<file path="src/rtl/bias_ctl_pkg.sv">
// Shared types and serial-frame bit offsets for the bias controller.
package bias_ctl_pkg;

    typedef enum logic [1:0] {
        ST_OFF      = 2'd0,
        ST_ON       = 2'd1,
        ST_TRIPPED  = 2'd2,
        ST_HOLDOFF  = 2'd3
    } chan_state_e;

    // Per-channel field layout, shared by command and status frames.
    localparam int ON_BIT      = 0;
    localparam int OFF_BIT     = 1;
    localparam int CLR_BIT     = 2;
    localparam int BITS_PER_CH = 3;

endpackage

</file>
<file path="src/rtl/bias_chan.sv">
// One bias channel: OFF/ON/TRIPPED/HOLDOFF state machine with post-trip holdoff counter.
// Inputs are already synchronised single-cycle requests; enable is registered after the state.
module bias_chan
    import bias_ctl_pkg::*;
#(
    parameter int HOLD = 1000
) (
    input  logic clk_i,
    input  logic rst_i,
    input  logic trip_i,
    input  logic on_i,
    input  logic off_i,
    input  logic clr_i,
    output logic enable_o,
    output logic trip_latched_o
);

    localparam logic [15:0] HOLD_M1 = 16'(HOLD - 1);

    chan_state_e state_q, state_d;
    logic [15:0] cnt_q, cnt_d;
    logic        enable_q;

    always_ff @(posedge clk_i or posedge rst_i) begin
        if (rst_i) begin
            state_q  <= ST_OFF;
            cnt_q    <= '0;
            enable_q <= 1'b0;
        end else begin
            state_q  <= state_d;
            cnt_q    <= cnt_d;
            enable_q <= (state_q == ST_ON);
        end
    end

    always_comb begin
        state_d = state_q;
        cnt_d   = cnt_q;
        // A live fault overrides every request, including a clear.
        if (trip_i) begin
            state_d = ST_TRIPPED;
        end else begin
            case (state_q)
                ST_OFF: begin
                    if (on_i && !off_i) state_d = ST_ON;
                end
                ST_ON: begin
                    if (off_i) state_d = ST_OFF;
                end
                ST_TRIPPED: begin
                    if (clr_i) begin
                        state_d = ST_HOLDOFF;
                        cnt_d   = HOLD_M1;
                    end
                end
                ST_HOLDOFF: begin
                    if (cnt_q == 16'd0) state_d = ST_OFF;
                    else                cnt_d   = cnt_q - 16'd1;
                end
                default: state_d = ST_OFF;
            endcase
        end
    end

    assign enable_o       = enable_q;
    assign trip_latched_o = (state_q == ST_TRIPPED) || (state_q == ST_HOLDOFF);

endmodule

</file>
<file path="src/rtl/bias_ctl_n.sv">
// Multi-channel bias enable controller with a serial command/status port and local ON/OFF/Trip inputs.
// All asynchronous inputs are double-flopped; edges are only reported once the synchronisers have refilled after reset.
module bias_ctl_n
    import bias_ctl_pkg::*;
#(
    parameter int NCH  = 3,
    parameter int HOLD = 1000
) (
    input  logic           clk,
    input  logic           rst,
    input  logic           SCK,
    input  logic           SDI,
    input  logic           STR,
    input  logic [NCH-1:0] Trip,
    input  logic [NCH-1:0] ON,
    input  logic [NCH-1:0] OFF,
    output logic [NCH-1:0] Enable,
    output logic           SDO
);

    localparam int W  = BITS_PER_CH * NCH;
    localparam int SW = 3 * NCH + 3;

    logic [SW-1:0]  async_in, sync1_q, sync2_q;
    logic           sck_s, sdi_s, str_s;
    logic [NCH-1:0] trip_s, on_s, off_s;

    logic           sck_prev_q, str_prev_q;
    logic [NCH-1:0] on_prev_q, off_prev_q;
    logic [1:0]     arm_q;
    logic           armed;
    logic           sck_rise, str_rise;
    logic [NCH-1:0] on_rise, off_rise;

    logic [W-1:0]   sr_q, sr_d, status, cmd;
    logic [NCH-1:0] trip_latched;

    assign async_in = {OFF, ON, Trip, STR, SDI, SCK};

    always_ff @(posedge clk or posedge rst) begin
        if (rst) begin
            sync1_q <= '0;
            sync2_q <= '0;
        end else begin
            sync1_q <= async_in;
            sync2_q <= sync1_q;
        end
    end

    assign sck_s  = sync2_q[0];
    assign sdi_s  = sync2_q[1];
    assign str_s  = sync2_q[2];
    assign trip_s = sync2_q[3 +: NCH];
    assign on_s   = sync2_q[3 + NCH +: NCH];
    assign off_s  = sync2_q[3 + 2*NCH +: NCH];

    // Edges stay masked until the sync chain and the previous-value flops
    // both hold post-reset samples, so levels present at release never fire.
    always_ff @(posedge clk or posedge rst) begin
        if (rst) begin
            sck_prev_q <= 1'b0;
            str_prev_q <= 1'b0;
            on_prev_q  <= '0;
            off_prev_q <= '0;
            arm_q      <= '0;
        end else begin
            sck_prev_q <= sck_s;
            str_prev_q <= str_s;
            on_prev_q  <= on_s;
            off_prev_q <= off_s;
            if (arm_q != 2'd3) arm_q <= arm_q + 2'd1;
        end
    end

    assign armed    = (arm_q == 2'd3);
    assign sck_rise = armed & sck_s & ~sck_prev_q;
    assign str_rise = armed & str_s & ~str_prev_q;
    assign on_rise  = {NCH{armed}} & on_s & ~on_prev_q;
    assign off_rise = {NCH{armed}} & off_s & ~off_prev_q;

    always_comb begin
        status = '0;
        for (int k = 0; k < NCH; k++) begin
            status[BITS_PER_CH*k + ON_BIT]  = Enable[k];
            status[BITS_PER_CH*k + OFF_BIT] = trip_latched[k];
            status[BITS_PER_CH*k + CLR_BIT] = trip_s[k];
        end
    end

    always_comb begin
        sr_d = sr_q;
        if (str_rise)                sr_d = status;
        else if (sck_rise && !str_s) sr_d = {sr_q[W-2:0], sdi_s};
    end

    always_ff @(posedge clk or posedge rst) begin
        if (rst) sr_q <= '0;
        else     sr_q <= sr_d;
    end

    // The frame in the shift register is executed for exactly the strobe cycle.
    assign cmd = str_rise ? sr_q : '0;

    for (genvar k = 0; k < NCH; k++) begin : g_chan
        bias_chan #(.HOLD(HOLD)) u_chan (
            .clk_i          (clk),
            .rst_i          (rst),
            .trip_i         (trip_s[k]),
            .on_i           (cmd[BITS_PER_CH*k + ON_BIT]  | on_rise[k]),
            .off_i          (cmd[BITS_PER_CH*k + OFF_BIT] | off_rise[k]),
            .clr_i          (cmd[BITS_PER_CH*k + CLR_BIT]),
            .enable_o       (Enable[k]),
            .trip_latched_o (trip_latched[k])
        );
    end

    assign SDO = sr_q[W-1];

endmodule

</file>
<file path="config.mk">
export PLATFORM = sky130hd
export DESIGN_NAME = bias_ctl_n
export DESIGN_NICKNAME = d
export VERILOG_FILES = /design/src/rtl/bias_ctl_pkg.sv /design/src/rtl/bias_chan.sv /design/src/rtl/bias_ctl_n.sv
export SDC_FILE = /design/constraint.sdc
export NUM_CORES = 1
export LEC_CHECK = 0
export BUFFER_PORTS_ARGS = -buffer_cell sky130_fd_sc_hd__buf_2
export CAP_MARGIN = 0
export CORE_ASPECT_RATIO = 1.75
export CORE_MARGIN = 1
export CORE_UTILIZATION = 50
export CTS_BUF_LIST = sky130_fd_sc_hd__clkbuf_4 sky130_fd_sc_hd__clkbuf_8
export DETAILED_ROUTE_END_ITERATION = 8
export GPL_TIMING_DRIVEN = 0
export PLACE_DENSITY = 0.76
export RECOVER_POWER = 100
export SLEW_MARGIN = 5
export SYNTH_ARGS = -nofsm -noshare
export SYNTH_HDL_FRONTEND = slang
export SYNTH_SLANG_ARGS = --single-unit
</file>
<file path="constraint.sdc">
create_clock -name clk -period 2.84 [get_ports clk]
set_clock_uncertainty 0.2 [all_clocks]
set_input_delay 0.284 -clock clk [delete_from_list [all_inputs] [get_ports clk]]
set_output_delay 0.284 -clock clk [all_outputs]
set_load 0.005 [all_outputs]
</file>
# [After elaboration in Yosys (flattened, before gate mapping)]
# Cells that the tools add are included.
[word_totals] input_bits=14 elab_cells=128 output_inout_bits=4 regBits=100
[classes] n_addsub=4 bitwise=21 n_mux=30 reduce_logical=27 n_eq_ne=29
[op_table] op="16-bit 2-to-1 mux" n=6
[op_table] op="16-bit case mux with 2 select lines" n=3
[op_table] op="16-bit logical NOT" n=3
[op_table] op="16-bit by 1-bit subtractor with 16-bit output (second input constant)" n=3
[op_table] op="2-bit 2-to-1 mux" n=15
[op_table] op="9-bit 2-to-1 mux" n=3
[op_table] op="3-bit by 2-bit != test with 1-bit output (second input constant)" n=9
[op_table] op="2-bit case mux with 4 select lines" n=3
[op_table] op="4-bit AND reduction" n=6
[op_table] op="2-bit == test (second input constant)" n=7
[op_table] op="2-bit != test (second input constant)" n=7
[op_table] op="3-bit AND" n=4
[op_table] op="3-bit != test (second input constant)" n=3
[op_table] op="2-bit nonzero test" n=4
[op_table] op="2-bit by 1-bit == test with 1-bit output (second input constant)" n=3
[op_table] op="2-bit logical NOT" n=3
[op_table] op="3-bit inverter" n=2
[op_table] op="1-bit OR" n=6
[op_table] op="1-bit inverter" n=5
[op_table] op="1-bit AND" n=4
[op_table] op="1-bit logical AND" n=4
[op_table] op="1-bit logical NOT" n=4
[op_table] op="1-bit logical OR" n=3
[op_table] op="2-bit by 1-bit adder with 2-bit output (second input constant)" n=1

# [Longest topological paths before layout]
[logic_depth] word_depth=10 mapped_depth=8 mapped_depth_nobuf=7

# [Hierarchy]
# A second synthesis with hierarchy kept.
[unflattened] hier_cells=494 hier_area_um2=4987.3
[modules_own_cells] mod="bias_chan" seq_area_each_um2=475.5 area_per_inst_um2=1152.4 cells_each=131 n_inst=3
[modules_own_cells] mod="bias_ctl_n" seq_area_each_um2=1076.0 area_per_inst_um2=1530.2 cells_each=101 n_inst=1

# [Worst setup path after synthesis]
# OpenSTA, ideal clock, no wires.
[synth_path] path_type="register to register" startpoint="register g_chan[0].u_chan.cnt_q[0]" endpoint="register g_chan[0].u_chan.cnt_q[3]" setup_time_ps=136 required_time_ps=2504 path_buffers=1 synth_period_minus_slack_ps=2300 path_stages_with_launch=9 arrival_ps=1965 path_slack_ps=540 path_cell_list="dfrtp_1 inv_1 ha_1 or3b_2 nor3_4 a31o_2 buf_2 or2_2 a21oi_1"
[synth_via] elab_chain_cells=3 word_cells_on_any_way=6 cone_classes="add/sub: 1; eq/ne: 1; mux: 2; reduce/logical: 2"
[synth_lines] element="start, declared" line_no="bias_chan.sv:21" rtl="logic [15:0] cnt_q, cnt_d;"
[synth_lines] element="start signal, assigned" line_no="bias_chan.sv:31" rtl="cnt_q <= cnt_d;"
[synth_lines] element="16-bit by 1-bit subtractor with 16-bit output / 16-bit logical NOT (equally long branches)" line_no="bias_chan.sv:58, bias_chan.sv:57"
[synth_lines] element="16-bit 2-to-1 mux / 2-bit != test (equally long branches)"
[synth_lines] element="16-bit case mux with 2 select lines / 4-bit AND reduction (equally long branches)"
# Parallel ways exist; a longest one is shown, timed or not. The select of a mux whose other input is x is not followed.
# A chain may end at the register's enable or synchronous reset.

# [Worst setup path after layout]
[layout_path] startpoint="register g_chan[1].u_chan.cnt_q[0]" endpoint="register g_chan[1].u_chan.cnt_q[10]"
[layout_via] elab_chain_cells=3 word_cells_on_any_way=6 cone_classes="add/sub: 1; eq/ne: 1; mux: 2; reduce/logical: 2"
[layout_lines] element="start, declared" line_no="bias_chan.sv:21"
[layout_lines] element="start signal, assigned" line_no="bias_chan.sv:31"
[layout_lines] element="16-bit by 1-bit subtractor with 16-bit output / 16-bit logical NOT (equally long branches)" line_no="bias_chan.sv:58, bias_chan.sv:57"
[layout_lines] element="16-bit 2-to-1 mux / 2-bit != test (equally long branches)"
[layout_lines] element="16-bit case mux with 2 select lines / 4-bit AND reduction (equally long branches)"
# Parallel ways exist; a longest one is shown, timed or not. The select of a mux whose other input is x is not followed.

==> results.yml <==
global_route:
  antenna_found_initial: 0
  grtUsageTotal: 0.220
  grt_overflow: 0
  grt_pass1_wl_um: 16100
  first_global_vias: 3498
  grt_start_max_net_pins: 40
clocking:
  clk_pin_slew_ns: 0.10
  cts_tree: "done"
  clock_latency_ns: 0.37
  clock_path_buffers: 2
  cts_sinks: 100
  htree_levels: 3
  cts_root_buffer: "clkbuf_8"
  numCtsBuffers: 9
timing:
  max_freq_mhz: 382
  setup_viol: 0
  setup_tns_ns: 0
  period_minus_slack_ns: 2.62
  worst_slew_pin_slew_ns: 0.972
  hold_viol: 0
  maxSlewHeadroom: 0.352
  drv_slew: 0
  fin_ws_ns: 0.221
  rsz0062_at_grt: "no"
  period_share: 0.922
final_layout:
  nNetsFinal: 498
  drive_above_1_share: 0.122
  n_fill_cell: 803
  n_antenna_cell: 0
  area_growth_pct: 13.1
  multi_input_area_um2: 1970
  final-seq-area_um2: 2500
logic_synthesis:
  synth_edf_count: 0
  yosysTopAreaCellShare: 0.542
  synthMuxAreaShare: 0.0396
  ys_ff_latch: 100
  synth_xor_area_frac: 0.0266
  synth_top_family_by_area: "simple AND/OR/NAND/NOR gates"
  synth.distinct_cells: 62
  synth_compound_area_frac: 0.131
  synthTopCellsByCount: "100 x dfrtp_1, 38 x nor2_1, 32 x a21oi_1"
  synthSimpleGateAreaFrac: 0.221
  syn_area_um2: 4620
  synth_area_leaders: "dfrtp_1 54%, a21oi_1 3.5%, mux2i_1 3.5%"
  yosysMostFrequentCell: "dfrtp_1"
  yosys_most_used_dff: "dfrtp_1"
  ys.warnings.count: 0
  synthArstFlopShare: 1.00
  yosys.area.top_type: "dfrtp_1"
  syn_avg_cell_area_um2: 10.6
  synthesis.instances: 436
  yosysSeqAreaShare: 0.542
  synth_fa_ha_area_frac: 0.0108
  syn_nets: 454
route:
  vias: 3462
  first_pass_iters: 4
  via_per_inst: 5.72
  drtIter0Drc: 196
  drc: 0
  ant_nets: 0
  wire_per_inst_um: 15.6
  wirelength_um: 9420
power_and_ir_drop:
  clkPwrFrac: 0.335
  peakVddDrop_mv: 0.560
  netSwitchingPower_mw: 0.775
  combPwrFrac: 0.103
  p_per_area_nw_per_um2: 542
  power_frac_seq: 0.562
  swShare: 0.274
  p_leak_nw: 2.12
  p_int_mw: 2.06
setup_path:
  critPathMaxFanout: 10
  worstPathArrival_ns: 2.72
  endpoint_kind: "flip-flop"
  cp-start-kind: "flip-flop"
  critPathKind: "reg2reg"
  worstPathRequired_ns: 2.94
job:
  max_cap_violations: 0
placement:
  post-place-ws_ns: 0.210
  port_buffers: 17
  place_hpwl_um: 6730
  gp_congestion: 0.825
floorplan:
  core-area_um2: 9040
  initial_core_util: 0.511
  num_rows: 46
  die_height_um: 129
  ios: 18
  dieArea_um2: 9630
  fp.dieW_um: 74.6
min_path:
  hold_path.class: "reg2reg"
outcome:
  status: "completed"
==> per-stage QoR <==
stage	cells	hold slack [ns]	total power [mW]	util	area (um^2)
final	605	0.155	2.83	0.578	5220
after global routing	605	0.165	2.96	0.578	5220
after CTS	605	0.157	2.86	0.583	5270
after detailed placement	576	0.117	1.90	0.546	4930
after global placement	573	0.133	1.87	0.537	4850
after floorplan	436	0.115	1.80	-	4620
==> cells in the final DEF, fill, tap and decap left out, types with 4 or more instances in the layout <==
cell             n
a2111oi_0        4
or4_1            8
o21ai_0         11
ha_1             4
nand4_1          7
nor3_1          16
or2_2            8
or3_1           11
xnor2_1         12
a21oi_1         32
clkbuf_1        13
nand3_1          8
nand3b_1         5
nand2b_1         6
a211oi_1         8
inv_1           13
mux2i_1         16
a22o_1           4
nor2_1          38
dlygate4sd3_1   13
nor2b_1         11
o31ai_1          4
clkbuf_8         9
nor4_1           8
dfrtp_1        100
buf_2           18
nand2_1         27
==> final cells by class <==
class	count	share of cell area
plain buffers	18	0.0158
inverters	14	0.0103
clock buffers	9	0.0237
repair buffers	33	0.0494
clock inverters	7	0.0161
flip-flops and latches	100	0.479
well taps	120	0.0287
multi-input cells	304	0.377
==> state kept, by name (all words and copies together), names as in the netlist <==
name                    cells
g_chan.u_chan.state_q       6
sck_prev_q                  1
sync1_q                    12
sr_q                        9
str_prev_q                  1
sync2_q                    12
arm_q                       2
g_chan.u_chan.enable_o      3
off_prev_q                  3
on_prev_q                   3
g_chan.u_chan.cnt_q        48
==> power groups by stage <==
stage / logic [mW] / clock network (mW) / registers, mW
2_1_floorplan: 0.209 / 0 / 1.59
3_3_place_gp: 0.262 / 0 / 1.61
3_5_place_dp: 0.287 / 0 / 1.62
4_1_cts: 0.302 / 0.972 / 1.59
5_1_grt: 0.330 / 1.02 / 1.61
6_report: 0.291 / 0.948 / 1.59
==> repair_timing <==
action	CTS	global route
setup buffers	0	0
resized for setup	0	1
hold endpoints to repair	30	0
hold buffers	13	0
endpoints found under the setup margin	0	1
==> critical path: stages, from the launching register on <==
cell	delay [ns]
dfrtp_1	0.43
inv_1	0.08
ha_1	0.15
clkbuf_1	0.35
nor4bb_1	0.35
nand2_1	0.07
or3_1	0.40
nor4_1	0.30
mux2i_1	0.22
==> logic make-up after synthesis <==
kind of cell | Yosys count
compound gates | 89
fa+ha+maj | 4
buf+inv | 32
flops | 100
simple gates | 179
xor+xnor | 14
mux | 18
==> routing by layer <==
metal | share of wire | vias up | global-route usage
li1 | - | 1676 | -
met1 | 0.40 | 1717 | 0.248
met2 | 0.56 | 49 | 0.392
met3 | 0.023 | 20 | 0.0498
met4 | 0.021 | 0 | 0.0888
met5 | 0 | - | 0
==> path summary, 6_finish.rpt <==
kind,startpoint,to,slack [ns],cells after the start
worst max register to register,g_chan[1].u_chan.cnt_q[0]$_DFFE_PP0P_,g_chan[1].u_chan.cnt_q[10]$_DFFE_PP0P_,0.22,8
worst min register to register,sync1_q[3]$_DFF_PP0_,sync2_q[3]$_DFF_PP0_,0.16,0
min in group asynchronous,rst,g_chan[2].u_chan.cnt_q[13]$_DFFE_PP0P_,0.38,3
worst max-delay path,g_chan[1].u_chan.cnt_q[0]$_DFFE_PP0P_,g_chan[1].u_chan.cnt_q[10]$_DFFE_PP0P_,0.22,8
max in group asynchronous,rst,sync2_q[4]$_DFF_PP0_,0.39,6
worst min-delay path,sync1_q[3]$_DFF_PP0_,sync2_q[3]$_DFF_PP0_,0.16,0
(Power assumes the default switching activity.)
